===== src/rtl/mem_access_arbiter.sv =====
// mem_access_arbiter: shares one single-port memory between instruction fetch and load/store,
// one transaction outstanding, with store lane steering and load extension.
module mem_access_arbiter #(
    parameter int READ_LATENCY = 1
) (
    input  logic        clk,
    input  logic        reset,
    input  logic        if_req_valid,
    output logic        if_req_ready,
    input  logic [31:0] if_addr,
    output logic        if_resp_valid,
    output logic [31:0] if_rdata,
    output logic        if_error,
    input  logic        d_req_valid,
    output logic        d_req_ready,
    input  logic        d_we,
    input  logic [2:0]  d_funct3,
    input  logic [31:0] d_addr,
    input  logic [31:0] d_wdata,
    output logic        d_resp_valid,
    output logic [31:0] d_rdata,
    output logic        d_error,
    output logic        mem_en,
    output logic        mem_we,
    output logic [3:0]  mem_be,
    output logic [31:0] mem_addr,
    output logic [31:0] mem_wdata,
    input  logic [31:0] mem_rdata
);
    typedef enum logic [1:0] {IDLE, ISSUE, WAIT, RESP} state_t;
    state_t      state_q, state_d;
    logic        last_q, last_d, own_q, own_d, we_q, we_d, err_q, err_d;
    logic [2:0]  f3_q, f3_d, cnt_q, cnt_d;
    logic [31:0] addr_q, addr_d, wdata_q, wdata_d, rdata_q, rdata_d;
    logic        idle, issue, resp, pick_d, acc, mis, d_bad, a_err;
    logic [31:0] shifted, ext;
    logic [15:0] half_sel;
    assign idle  = state_q == IDLE;
    assign issue = state_q == ISSUE;
    assign resp  = state_q == RESP;
    // last_q = 1 means data was granted last, so fetch wins the next tie
    assign pick_d = d_req_valid && (!if_req_valid || !last_q);
    assign acc    = idle && (if_req_valid || d_req_valid);
    assign if_req_ready = idle && !pick_d;
    assign d_req_ready  = idle && !(if_req_valid && !pick_d);
    assign mis   = (d_funct3[1:0] == 2'b01 && d_addr[0]) || (d_funct3[1:0] == 2'b10 && d_addr[1:0] != 2'b00);
    assign d_bad = mis || (d_we ? (d_funct3[2] || d_funct3[1:0] == 2'b11)
                                : (d_funct3 == 3'b011 || d_funct3[2:1] == 2'b11));
    assign a_err = pick_d ? d_bad : if_addr[1:0] != 2'b00;
    assign shifted  = mem_rdata >> {addr_q[1:0], 3'b000};
    assign half_sel = addr_q[1] ? mem_rdata[31:16] : mem_rdata[15:0];
    assign ext = !own_q || f3_q[1] ? mem_rdata :
                 f3_q[0] ? {{16{!f3_q[2] && half_sel[15]}}, half_sel} :
                           {{24{!f3_q[2] && shifted[7]}}, shifted[7:0]};
    always_comb begin
        state_d = state_q;
        last_d  = last_q;
        own_d   = own_q;
        we_d    = we_q;
        err_d   = err_q;
        f3_d    = f3_q;
        cnt_d   = cnt_q;
        addr_d  = addr_q;
        wdata_d = wdata_q;
        rdata_d = rdata_q;
        unique case (state_q)
            IDLE: if (acc) begin
                own_d   = pick_d;
                last_d  = pick_d;
                we_d    = pick_d && d_we;
                f3_d    = d_funct3;
                addr_d  = pick_d ? d_addr : if_addr;
                wdata_d = d_wdata;
                err_d   = a_err;
                rdata_d = '0;
                state_d = a_err ? RESP : ISSUE;
            end
            ISSUE: begin
                cnt_d   = 3'd1;
                state_d = we_q ? RESP : WAIT;
            end
            WAIT: if (cnt_q == 3'(READ_LATENCY)) begin
                rdata_d = ext;
                state_d = RESP;
            end else begin
                cnt_d = cnt_q + 3'd1;
            end
            RESP: state_d = IDLE;
            default: state_d = IDLE;
        endcase
    end
    always_ff @(posedge clk) begin
        if (reset) begin
            state_q <= IDLE;
            last_q  <= 1'b1;
            own_q   <= 1'b0;
            we_q    <= 1'b0;
            err_q   <= 1'b0;
            f3_q    <= '0;
            cnt_q   <= '0;
            addr_q  <= '0;
            wdata_q <= '0;
            rdata_q <= '0;
        end else begin
            state_q <= state_d;
            last_q  <= last_d;
            own_q   <= own_d;
            we_q    <= we_d;
            err_q   <= err_d;
            f3_q    <= f3_d;
            cnt_q   <= cnt_d;
            addr_q  <= addr_d;
            wdata_q <= wdata_d;
            rdata_q <= rdata_d;
        end
    end
    assign mem_en    = issue;
    assign mem_we    = issue && we_q;
    assign mem_addr  = issue ? {addr_q[31:2], 2'b00} : '0;
    assign mem_be    = !issue ? 4'b0000 : !we_q ? 4'b1111 :
                       f3_q[1:0] == 2'b00 ? 4'b0001 << addr_q[1:0] :
                       f3_q[1:0] == 2'b01 ? 4'b0011 << {addr_q[1], 1'b0} : 4'b1111;
    assign mem_wdata = !mem_we ? '0 :
                       f3_q[1:0] == 2'b00 ? {4{wdata_q[7:0]}} :
                       f3_q[1:0] == 2'b01 ? {2{wdata_q[15:0]}} : wdata_q;
    assign if_resp_valid = resp && !own_q;
    assign d_resp_valid  = resp && own_q;
    assign if_rdata = if_resp_valid ? rdata_q : '0;
    assign d_rdata  = d_resp_valid ? rdata_q : '0;
    assign if_error = if_resp_valid && err_q;
    assign d_error  = d_resp_valid && err_q;
endmodule


===== config.mk =====
export PLATFORM = sky130hd
export DESIGN_NAME = mem_access_arbiter
export DESIGN_NICKNAME = d
export VERILOG_FILES = /design/src/rtl/mem_access_arbiter.sv
export SDC_FILE = /design/constraint.sdc
export NUM_CORES = 1
export LEC_CHECK = 0
export ABC_AREA = 1
export ABC_CLOCK_PERIOD_IN_PS = 4830
export CAP_MARGIN = 20
export CORE_MARGIN = 2
export CORE_UTILIZATION = 40
export CTS_CLUSTER_DIAMETER = 30
export DETAILED_ROUTE_END_ITERATION = 10
export GPL_TIMING_DRIVEN = 0
export MAX_ROUTING_LAYER = met4
export PLACE_DENSITY = 0.78
export SYNTH_ARGS = -nofsm -noshare
export SYNTH_HDL_FRONTEND = slang
export SYNTH_SLANG_ARGS = --single-unit

===== constraint.sdc =====
create_clock -name clk -period 4.83 [get_ports clk]
set_clock_uncertainty 0.15 [all_clocks]
set_input_delay 1.2075 -clock clk [delete_from_list [all_inputs] [get_ports clk]]
set_output_delay 1.2075 -clock clk [all_outputs]
set_load 0.01 [all_outputs]

==> Flow_metrics.wiki <==
{| class="wikitable"
! Metric !! Value
|-
| Total of buffers placed on input and output ports || 272
|-
| Die Height || 127 um
|-
| Final setup violation count || 0
|-
| Cells traversed along the worst timing path || clkdlybuf4s50_1, nand2_1, nand2_1, clkbuf_1, a21oi_1, clkdlybuf4s50_1
|-
| Slew at the pin closest to its max-slew limit || 589 ps
|-
| Number of distinct standard cells referenced by the synthesized netlist || 29
|-
| Area of the die || roughly 16000 sq um
|-
| DP Wirelength || 17500 um
|-
| Core area || 14600 sq um
|-
| Total number of clock tree sinks || 108
|-
| MaxCap Viol Count || 0
|-
| Global-route wire length before repair || roughly 34000 um
|-
| Clock-pin transition on the worst setup and hold timing paths || 70 ps
|-
| Adder and majority gate portion of the synthesized area || 1.25%
|-
| CP startpoint kind || input port
|-
| Total via count in the routed design || 7382
|-
| Arrival @ worst endpoint || 3110 ps
|-
| Fraction of the mapped netlist area in simple logic gates || 27.6%
|-
| All-layer global routing usage || 27.5%
|-
| Placer congestion estimate || 0.955
|-
| Crit path time final || ~4500 ps
|-
| Power per cell area || 417 nW/um^2
|-
| Insertion delay of the later-clocked pin in the worst-skew pair || 350 ps
|-
| TritonCTS clock tree || built
|-
| Multiplexer area fraction after synthesis || 0%
|-
| Count of mapped cells out of synthesis || 983
|-
| Worst slew slack as a fraction of its limit || 60.7%
|-
| Horiz. Die Dim || 127 um
|-
| Leading cell type by number of instances after synthesis || nand2_1
|-
| Number of synthesized flops with an enable pin || 0
|-
| Warning count from the yosys run || 0
|-
| RSZ-0062 raised after global routing || false
|-
| Critical path class || input port to output pin
|-
| Cell-internal power || 0.00222 W
|-
| Row cnt || 44
|-
| FMAX || roughly 220 MHz
|-
| Sequential area share after synthesis || a little over a third
|-
| Initial antenna violation count || 0
|-
| Synth Cell Area || 6020 sq um
|-
| Number of pins with negative max-slew slack in the final report || 0
|-
| Post-Route Hold Slack || 314 ps
|-
| Largest fanout on the critical path || 10
|-
| Filler cell count in the final layout || 1406
|-
| Post-Route WL || 22000 um
|-
| Fin nets || 1409
|-
| Outcome || complete, no violations
|-
| Area grow syn2layout || 53.9%
|-
| Dominant combinational cell family by area after synthesis || simple AND/OR/NAND/NOR gates
|-
| Number of buffers inserted for hold repair after clock tree synthesis || 0
|-
| Number of instances resized during post-cts repair || 0
|-
| Final cell utilization of the core || 63.5%
|-
| Number of buffers between clock root and the deepest sink || 2
|-
| Final period utilization || about 93%
|-
| Share of async-settable or async-resettable flops after synthesis || 0%
|-
| Switching share of power || 42.4%
|-
| Most used standard cells in the synthesized netlist || nand2_1 (221), nor2_1 (167), inv_1 (122), dfxtp_1 (108), a21oi_1 (105)
|-
| Number of DRC violations after detailed-routing iteration 0 || 473
|-
| Hold crit path type || flop to flop
|-
| CTS Buf Count || 9
|-
| Number of buffers inserted by post-CTS setup repair || 0
|-
| Setup TNS Final || 0 ps
|-
| Power consumption || 0.00386 W
|-
| Synth top area cells || dfxtp_1 (36%), nand2_1 (14%), nor2_1 (10%), a21oi_1 (8.7%), o21ai_0 (8.5%)
|-
| Post-detailed-route DRC marker count || 0
|-
| Antenna diodes || 0
|-
| Synthesized-area fraction occupied by xor and xnor cells || 0.146%
|-
| Initial standard-cell utilization of the core || 41.2%
|-
| Average routed wire per standard cell || 15.1 um
|-
| Power dissipated by switching net loads || 0.00164 W
|-
| Mean number of vias per cell || approximately 5.1
|-
| Biggest area consumer among synthesized cells || dfxtp_1
|-
| H-tree lvl count || 3
|-
| Slowest CP cell || clkdlybuf4s50_1
|-
| Share of Yosys cell area claimed by the top area cell type || between 30 and 40%
|-
| Flop and latch count out of synthesis || about 110
|-
| Clock share of power || 18.8%
|-
| Hold Fails Final Rpt || 0
|-
| Layout cell share with drive strength beyond 1 || 4.95%
|-
| Number of global-route vias before repair || 6898
|-
| Post-Synthesis Mean Instance Area || 6.12 sq um
|-
| Ys flop type || dfxtp_1
|-
| Required @ worst endpoint || 3470 ps
|-
| Antenna-violating nets left || 0
|-
| Max IR drop VDD || 0.000258 V
|-
| Pin count of the biggest net entering global routing || 18
|-
| Leakage power || roughly 3.8 nW
|-
| Total global routing overflow || 0
|-
| Buffer type at the clock tree root || clkbuf_16
|-
| DR pass1 iterations || 5
|-
| Setup crit end kind || output pin
|-
| Total I/O pin count || about 280
|-
| Compound-gate portion of the synthesized area || 21.7%
|-
| Combinational share of power || 47.0%
|-
| Peak per-stage delay on the critical path || between 500 and 600 ps
|-
| Flop pwr share || 34.2%
|}
## worst paths after layout
path / to / slack, ps / depth (start not counted) / from
worst max-delay path: d_req_ready / 360 / 6 / if_req_valid
worst min-delay path: rdata_q[29] / 310 / 2 / rdata_q[29]
worst max register to register: rdata_q[4] / 2740 / 10 / state_q[0]
worst min register to register: rdata_q[29] / 310 / 2 / rdata_q[29]
## worst max-delay path, delay by kind of cell
family	cells	cell delay [ps]
buffers and inverters	3	1410
AND/OR/NAND/NOR	2	350
AO/OA/AOI/OAI	1	140
## routing by layer
layer	GRT usage, %	vias to the layer above	part of all wire (%)
li1	-	3661	-
met1	32.2	3369	41
met2	46.5	320	48
met3	7.00	32	9.3
met4	8.40	0	1.8
met5	-	-	0
## cell type report
cell class / count / area, sq um / area share [%]
sequential: 108 / 2160 / 23.3
buffer: 64 / 305 / 3.30
multi-input combinational: 680 / 3060 / 33.0
timing repair buffer: 272 / 2720 / 29.4
clock inverter: 4 / 31.3 / 0.338
tap: 184 / 230 / 2.49
clock buffer: 12 / 256 / 2.77
inverter: 132 / 495 / 5.35
## sequential cells by signal, indices dropped and copies added, names as in the netlist
register  flops
state_q       2
err_q         1
wdata_q      32
last_q        1
addr_q       32
own_q         1
we_q          1
cnt_q         3
f3_q          3
rdata_q      32
## through the flow
| step | instance area, sq um | cells | setup WS, ps |
|---|---|---|---|
| 3_5_place_dp | 8970 | 1440 | 345 |
| 6_report | 9260 | 1456 | 361 |
| 3_3_place_gp | 8970 | 1440 | 357 |
| 5_1_grt | 9260 | 1456 | 251 |
| 2_1_floorplan | 6020 | 984 | 1610 |
| 4_1_cts | 9260 | 1456 | 334 |
## kinds of logic (layout without fill, tap and decap cells)
family / after synthesis / count (layout)
AND/OR/NAND/NOR: 422 / 422
AO/OA/AOI/OAI: 249 / 249
buffers and inverters: 196 / 484
flip-flops: 108 / 108
adder cells (fa/ha/maj): 6 / 6
other: 1 / 2
XOR/XNOR: 1 / 1
## power groups by stage
| stage | clock (W) | sequential [W] | combinational [W] |
|---|---|---|---|
| floorplan | 0 | 0.00129 | 0.00114 |
| global placement | 0 | 0.00133 | 0.00177 |
| detailed placement | 0 | 0.00133 | 0.00180 |
| CTS | 0.000734 | 0.00132 | 0.00181 |
| global route | 0.000767 | 0.00135 | 0.00203 |
| finish | 0.000727 | 0.00132 | 0.00182 |
## placed cells by master (no fill, tap or decap), drive strengths merged, types with 6 or more instances in the layout
| cell | n |
|---|---|
| a21oi | 107 |
| nand2 | 225 |
| nor3 | 6 |
| nor2 | 169 |
| ha | 6 |
| nand3 | 21 |
| clkbuf | 46 |
| a31oi | 34 |
| o21ai | 104 |
| inv | 132 |
| dfxtp | 108 |
| buf | 30 |
| clkdlybuf4s50 | 272 |
(Power assumes the default switching activity.)
